## config.mk

```make
export PLATFORM = sky130hd
export DESIGN_NAME = dct_idct_8x8
export DESIGN_NICKNAME = d
export VERILOG_FILES = /design/src/rtl/dct_idct_8x8.sv
export SDC_FILE = /design/constraint.sdc
export NUM_CORES = 2
export LEC_CHECK = 0
export ABC_AREA = 1
export ABC_CLOCK_PERIOD_IN_PS = 19460
export BUFFER_PORTS_ARGS = -buffer_cell sky130_fd_sc_hd__buf_2
export CAP_MARGIN = 5
export CELL_PAD_IN_SITES_DETAIL_PLACEMENT = 1
export CELL_PAD_IN_SITES_GLOBAL_PLACEMENT = 1
export CORE_MARGIN = 4
export CORE_UTILIZATION = 55
export CTS_BUF_LIST = sky130_fd_sc_hd__clkbuf_4 sky130_fd_sc_hd__clkbuf_8
export DETAILED_ROUTE_END_ITERATION = 8
export PLACE_DENSITY = 0.8
export SLEW_MARGIN = 20
export SYNTH_ARGS = -nofsm -noshare
export SYNTH_HDL_FRONTEND = slang
export SYNTH_SLANG_ARGS = --single-unit
```

## constraint.sdc

```tcl
create_clock -name clk -period 19.46 [get_ports clk]
set_clock_uncertainty 0.2 [all_clocks]
set_input_delay 1.946 -clock clk [delete_from_list [all_inputs] [get_ports clk]]
set_output_delay 1.946 -clock clk [all_outputs]
set_load 0.05 [all_outputs]
```

## src/rtl/dct_idct_8x8.sv

```systemverilog
// 8x8 separable DCT/IDCT: loads 64 raster samples, runs two serial MAC passes, streams 64 results.
// Build macro DCT_IDCT_ROUND_EN selects round-half-away-from-zero in the second-pass scaling.
module dct_idct_8x8 #(
    parameter int DATA_W = 10,
    parameter int OUT_W  = 10
) (
    input  logic                     clk,
    input  logic                     reset,
    input  logic                     mode,
    input  logic                     in_valid,
    output logic                     in_ready,
    input  logic signed [DATA_W-1:0] in_data,
    output logic                     out_valid,
    input  logic                     out_ready,
    output logic signed [OUT_W-1:0]  out_data,
    output logic                     busy
);

    localparam int T_W   = DATA_W + 11;
    localparam int ACC_W = DATA_W + 22;
    localparam int P_W   = T_W + 8;

    localparam logic [1:0] S_LOAD  = 2'd0;
    localparam logic [1:0] S_PASS1 = 2'd1;
    localparam logic [1:0] S_PASS2 = 2'd2;
    localparam logic [1:0] S_OUT   = 2'd3;

    localparam logic signed [ACC_W-1:0] OMAX = {{(ACC_W-OUT_W+1){1'b0}}, {(OUT_W-1){1'b1}}};
    localparam logic signed [ACC_W-1:0] OMIN = ~OMAX;
    localparam logic signed [ACC_W-1:0] ONE  = ACC_W'(1);
`ifdef DCT_IDCT_ROUND_EN
    localparam logic signed [ACC_W-1:0] HALF = ACC_W'(32768);
`endif

    // A[k][n]: row 0 is flat, other rows fold (2n+1)k onto the first cosine quadrant
    function automatic logic signed [7:0] coef(input logic [2:0] k, input logic [2:0] n);
        logic [4:0] a;
        logic [4:0] m;
        logic       neg;
        logic [7:0] mag;
        a   = {1'b0, n, 1'b1};
        m   = a * {2'b00, k};
        if (m > 5'd16) m = 5'd0 - m;
        neg = (m > 5'd8);
        if (neg) m = 5'd16 - m;
        case (m)
            5'd1:    mag = 8'd125;
            5'd2:    mag = 8'd118;
            5'd3:    mag = 8'd106;
            5'd4:    mag = 8'd90;
            5'd5:    mag = 8'd71;
            5'd6:    mag = 8'd48;
            5'd7:    mag = 8'd24;
            default: mag = 8'd0;
        endcase
        if (k == 3'd0) return 8'sd90;
        return neg ? -$signed(mag) : $signed(mag);
    endfunction

    function automatic logic signed [ACC_W-1:0] scale(input logic signed [ACC_W-1:0] s);
        logic signed [ACC_W-1:0] v;
`ifdef DCT_IDCT_ROUND_EN
        v = s[ACC_W-1] ? s - HALF : s + HALF;
`else
        v = s;
`endif
        if (v[ACC_W-1] && (v[15:0] != 16'd0)) return (v >>> 16) + ONE;
        return v >>> 16;
    endfunction

    function automatic logic signed [OUT_W-1:0] sat(input logic signed [ACC_W-1:0] v);
        if (v > OMAX) return OMAX[OUT_W-1:0];
        if (v < OMIN) return OMIN[OUT_W-1:0];
        return v[OUT_W-1:0];
    endfunction

    logic [1:0]               state_q, state_d;
    logic [8:0]               cnt_q, cnt_d;
    logic                     ovld_q, ovld_d;
    logic signed [OUT_W-1:0]  odata_q, odata_d;
    logic                     mode_q;
    logic signed [ACC_W-1:0]  acc_q;

    logic signed [DATA_W-1:0] xmem [64];
    logic signed [T_W-1:0]    tmem [64];
    logic signed [OUT_W-1:0]  ymem [64];

    logic [2:0]               kk;
    logic [2:0]               other;
    logic signed [7:0]        coef_w;
    logic signed [T_W-1:0]    opnd;
    logic signed [P_W-1:0]    prod;
    logic signed [ACC_W-1:0]  acc_base;
    logic signed [ACC_W-1:0]  sum;

    always_comb begin
        state_d = state_q;
        cnt_d   = cnt_q;
        ovld_d  = ovld_q;
        odata_d = odata_q;
        case (state_q)
            S_LOAD: begin
                if (in_valid) begin
                    if (cnt_q[5:0] == 6'd63) begin
                        state_d = S_PASS1;
                        cnt_d   = '0;
                    end else begin
                        cnt_d = cnt_q + 9'd1;
                    end
                end
            end
            S_PASS1: begin
                cnt_d = cnt_q + 9'd1;
                if (cnt_q == 9'd511) state_d = S_PASS2;
            end
            S_PASS2: begin
                cnt_d = cnt_q + 9'd1;
                if (cnt_q == 9'd511) state_d = S_OUT;
            end
            S_OUT: begin
                // one registered-read cycle before the first sample is presented
                if (!ovld_q) begin
                    ovld_d  = 1'b1;
                    odata_d = ymem[0];
                end else if (out_ready) begin
                    if (cnt_q[5:0] == 6'd63) begin
                        state_d = S_LOAD;
                        cnt_d   = '0;
                        ovld_d  = 1'b0;
                    end else begin
                        cnt_d   = cnt_q + 9'd1;
                        odata_d = ymem[cnt_q[5:0] + 6'd1];
                    end
                end
            end
            default: state_d = S_LOAD;
        endcase
    end

    always_ff @(posedge clk) begin
        if (reset) begin
            state_q <= S_LOAD;
            cnt_q   <= '0;
            ovld_q  <= 1'b0;
            odata_q <= '0;
        end else begin
            state_q <= state_d;
            cnt_q   <= cnt_d;
            ovld_q  <= ovld_d;
            odata_q <= odata_d;
        end
    end

    // PASS1 walks (i,j,k) over X; PASS2 walks (i,j,k) over T; k is the MAC index
    assign kk       = cnt_q[2:0];
    assign other    = (state_q == S_PASS1) ? cnt_q[8:6] : cnt_q[5:3];
    assign coef_w   = mode_q ? coef(other, kk) : coef(kk, other);
    assign opnd     = (state_q == S_PASS1) ? T_W'(xmem[{kk, cnt_q[5:3]}]) : tmem[{cnt_q[8:6], kk}];
    assign prod     = opnd * coef_w;
    assign acc_base = (kk == 3'd0) ? '0 : acc_q;
    assign sum      = acc_base + ACC_W'(prod);

    always_ff @(posedge clk) begin
        if (state_q == S_LOAD && in_valid && !reset) begin
            xmem[cnt_q[5:0]] <= in_data;
            if (cnt_q[5:0] == 6'd0) mode_q <= mode;
        end
        if (state_q == S_PASS1 || state_q == S_PASS2) begin
            acc_q <= sum;
            if (kk == 3'd7) begin
                if (state_q == S_PASS1) tmem[cnt_q[8:3]] <= sum[T_W-1:0];
                else                    ymem[cnt_q[8:3]] <= sat(scale(sum));
            end
        end
    end

    assign in_ready  = (state_q == S_LOAD);
    assign busy      = (state_q != S_LOAD);
    assign out_valid = ovld_q;
    assign out_data  = odata_q;

endmodule

```

==> results.rst <==
.. list-table::
   :header-rows: 1

   * - Metric
     - Value
   * - Number of vias in the routed layout
     - 80452
   * - Root buf cell
     - clkbuf_8
   * - Average instance area after synthesis
     - 12.9 µm²
   * - Die Width
     - 465 µm
   * - Setup TNS after final layout
     - 0 ns
   * - Area occupied by multi-input gates
     - 31500 µm²
   * - Detail Placement HPWL
     - 216 mm
   * - H-tree levels
     - 5
   * - Setup Fix Bufs, Post-CTS
     - 0
   * - Pre-Repair DR Iteration Count
     - 6
   * - Clock Sink Count
     - 2688
   * - Mean number of vias per cell
     - 6.65
   * - Portion of the clock cycle consumed by the worst path in the final layout
     - 73.4%
   * - Num rows
     - 167
   * - Number of clock buffers inserted by TritonCTS
     - 443
   * - Number of distinct library cell variants in the gate-level netlist after synthesis
     - 59
   * - Ranking of synthesized cells by area
     - edfxtp_1 70%, o21ai_0 4.9%, nor2_1 4.6%
   * - Time the final worst path needs with I/O delays and setup
     - 14.28 ns
   * - Worst R2R End
     - ymem[49][2]
   * - Share of the synthesized area in the top cell type
     - 69.5%
   * - Die extent in y
     - 465 µm
   * - Post-Syn Area
     - 115000 µm²
   * - Total wire length
     - 373 mm
   * - Endpoint required time on the critical path
     - 20.09 ns
   * - Total global-route track usage
     - 34.0%
   * - Number of flip-flops and latches in the synthesized netlist
     - 2688
   * - Die footprint
     - 216000 µm²
   * - Worst R2R Path Depth
     - 40
   * - Number of DRC markers in iteration 0
     - 11083
   * - Worst relative slew slack
     - 12.9%
   * - Worst-path clk slew
     - 0.05 ns
   * - Outcome
     - completed
   * - Final routed wire length divided by cell count
     - 30.8 µm
   * - Number of instances in the synthesized netlist
     - 8866
   * - TritonCTS clock tree
     - yes
   * - Via count of the first global-routing pass
     - 84480
   * - Pin slew with the least headroom to its limit
     - 1.29 ns
   * - Category of the worst setup path capture point
     - flop
   * - Antenna violations before repair
     - 22
   * - Total gr overflow
     - 0
   * - Yosys synthesis warning count
     - 0
   * - Largest incremental delay on the critical path
     - 0.96 ns
   * - Post-detailed-route count of antenna-violating nets
     - 0
   * - Maxcap violations
     - 0
   * - Largest net degree at the start of global routing
     - 190
   * - Count of filler cells inserted in the layout
     - 20176
   * - Slowest library cell on the worst path
     - o221ai_1
   * - Pre-CTS WS
     - 5.38 ns
   * - I/O pin cnt
     - 28
   * - Number of gates given a new drive strength after cts
     - 0
   * - Sequential element share of the synthesized area
     - 70.1%
   * - Syn-to-layout area delta
     - 10.9%
   * - HP Class
     - flop to flop
   * - Layout cells sized above 1
     - 12.9%
   * - Cell taking the most area after synthesis
     - edfxtp_1
   * - Post-layout nets
     - 9254
   * - Floorplan Core Area
     - 207000 µm²
   * - Critical Path Sink
     - ymem[49][2]
   * - Startpoint type of the worst setup path
     - flop
   * - RSZ-0062 raised after global routing
     - false
   * - R2R Setup Slk
     - 5.18 ns
   * - Kind of critical path
     - flop to flop
   * - Number of remaining DRC errors
     - 0
   * - Clock latency on the worst-skew pair
     - 1.14 ns
   * - First-pass GRT wire length
     - 549 mm
   * - Hold bufs inserted after CTS
     - 0
   * - Most common cell type on the critical path
     - buf_4
   * - Data arrival time of the critical path
     - 14.91 ns
   * - Final Hold Vio Count
     - 0
   * - Slew Limit Fails
     - 0
   * - Minimum setup slack in the final design
     - 5.18 ns
   * - Total nets after synthesis
     - 9148
   * - Starting utilization of the core area
     - 55.4%
   * - Global placement routability congestion
     - 0.905
   * - Maximum fanout along the worst path
     - 159
   * - Timing-limited maximum frequency
     - 70.0 MHz
   * - Final setup vio count
     - 0
   * - Area taken by flip-flops and latches
     - 80400 µm²
   * - Maximum root-to-sink buffer count
     - 4
   * - Number of I/O port buffers
     - 27
## cells by family (layout without fill, tap and decap cells)
family	Yosys count	count (layout)	synth area share, %
other	0	11	0
multiplexers	96	96	0.837
flip-flops	2688	2688	70.1
AND/OR/NAND/NOR	2543	2543	9.15
XOR/XNOR	47	47	0.365
AO/OA/AOI/OAI	2275	2275	12.3
buffers and inverters	950	1380	3.20
adder cells (fa/ha/maj)	267	267	4.08
## cells in the final DEF, fill, tap and decap left out, types with 125 or more instances in the layout
cell type,n
nand2_1,572
o221ai_1,388
o21ai_0,1118
o22ai_1,133
buf_4,251
clkbuf_8,458
nor2_1,1383
inv_1,297
nand3_1,263
fa_1,178
a21oi_1,309
clkbuf_4,125
edfxtp_1,2657
## sequential cells by signal, summed over array words and instances, names as in the netlist, named ones only
register	count
tmem	1344
mode_q	1
xmem	640
ymem	640
out_data	10
acc_q	32
cnt_q	9
state_q	2
out_valid	1
## worst min-delay path by stage
| stage | endpoint | depth (start not counted) | from | slack (ns) |
|---|---|---|---|---|
| after global placement | state_q[0] | 2 | state_q[0] | 0.33 |
| after floorplan | state_q[1] | 2 | state_q[1] | 0.29 |
| after CTS | state_q[1] | 2 | state_q[1] | 0.36 |
| after detailed placement | state_q[1] | 2 | state_q[1] | 0.36 |
| after global routing | state_q[1] | 2 | state_q[1] | 0.39 |
| final | state_q[1] | 2 | state_q[1] | 0.36 |
## worst max-delay path: cells and delay by family (launching register included)
| kind | cells | cell delay [ns] |
|---|---|---|
| adders and majority gates | 7 | 3.22 |
| buffers and inverters | 11 | 4.01 |
| AOI/OAI and AO/OA | 10 | 2.89 |
| DFF | 1 | 0.92 |
| and+or+nand+nor | 12 | 2.34 |
## per-stage QoR
stage	area, µm²	cells	util (%)	hold slack (ns)
floorplan	115000	8866	-	0.290
global placement	119000	11315	57.3	0.330
detailed placement	119000	11315	57.3	0.357
CTS	127000	12084	61.3	0.364
global route	127000	12088	61.4	0.391
finish	127000	12095	61.4	0.365
## Yosys cell counts (all sizes together)
master,n
a211o,1
a211oi,3
a21o,1
a21oi,312
a221oi,108
a22oi,3
a31o,1
a31oi,29
and2,1
and3,6
buf,79
clkbuf,545
clkinv,3
dfxtp,31
edfxtp,2657
fa,179
ha,88
inv,323
mux2i,96
nand2,621
nand3,282
nand3b,1
nand4,18
nor2,1435
nor3,170
nor4,5
o211a,1
o211ai,25
o21ai,1128
o21bai,6
o221ai,388
o22ai,133
o311ai,69
o31ai,4
o32ai,63
or2,3
or4,1
xnor2,18
xor2,29
## cell type report
| class | instances | area share [%] |
|---|---|---|
| inverters | 326 | 0.992 |
| repair buffers | 285 | 1.72 |
| multi-input cells | 5228 | 24.8 |
| diodes | 11 | 0.0216 |
| well taps | 2788 | 2.74 |
| flip-flops and latches | 2688 | 63.2 |
| clock buffers | 583 | 5.69 |
| clock inverters | 186 | 0.910 |
## per-layer routing
metal	vias up	wire (µm)	track usage (%)
met5	-	27	0
met4	4	16700	14.8
met3	935	37700	7.14
met2	4828	176000	53.7
met1	41279	142000	46.2
li1	33406	-	-
Power is left out: the tool's default activity adds up to more than one toggle a clock period on the data nets, which glitch-free logic cannot reach.
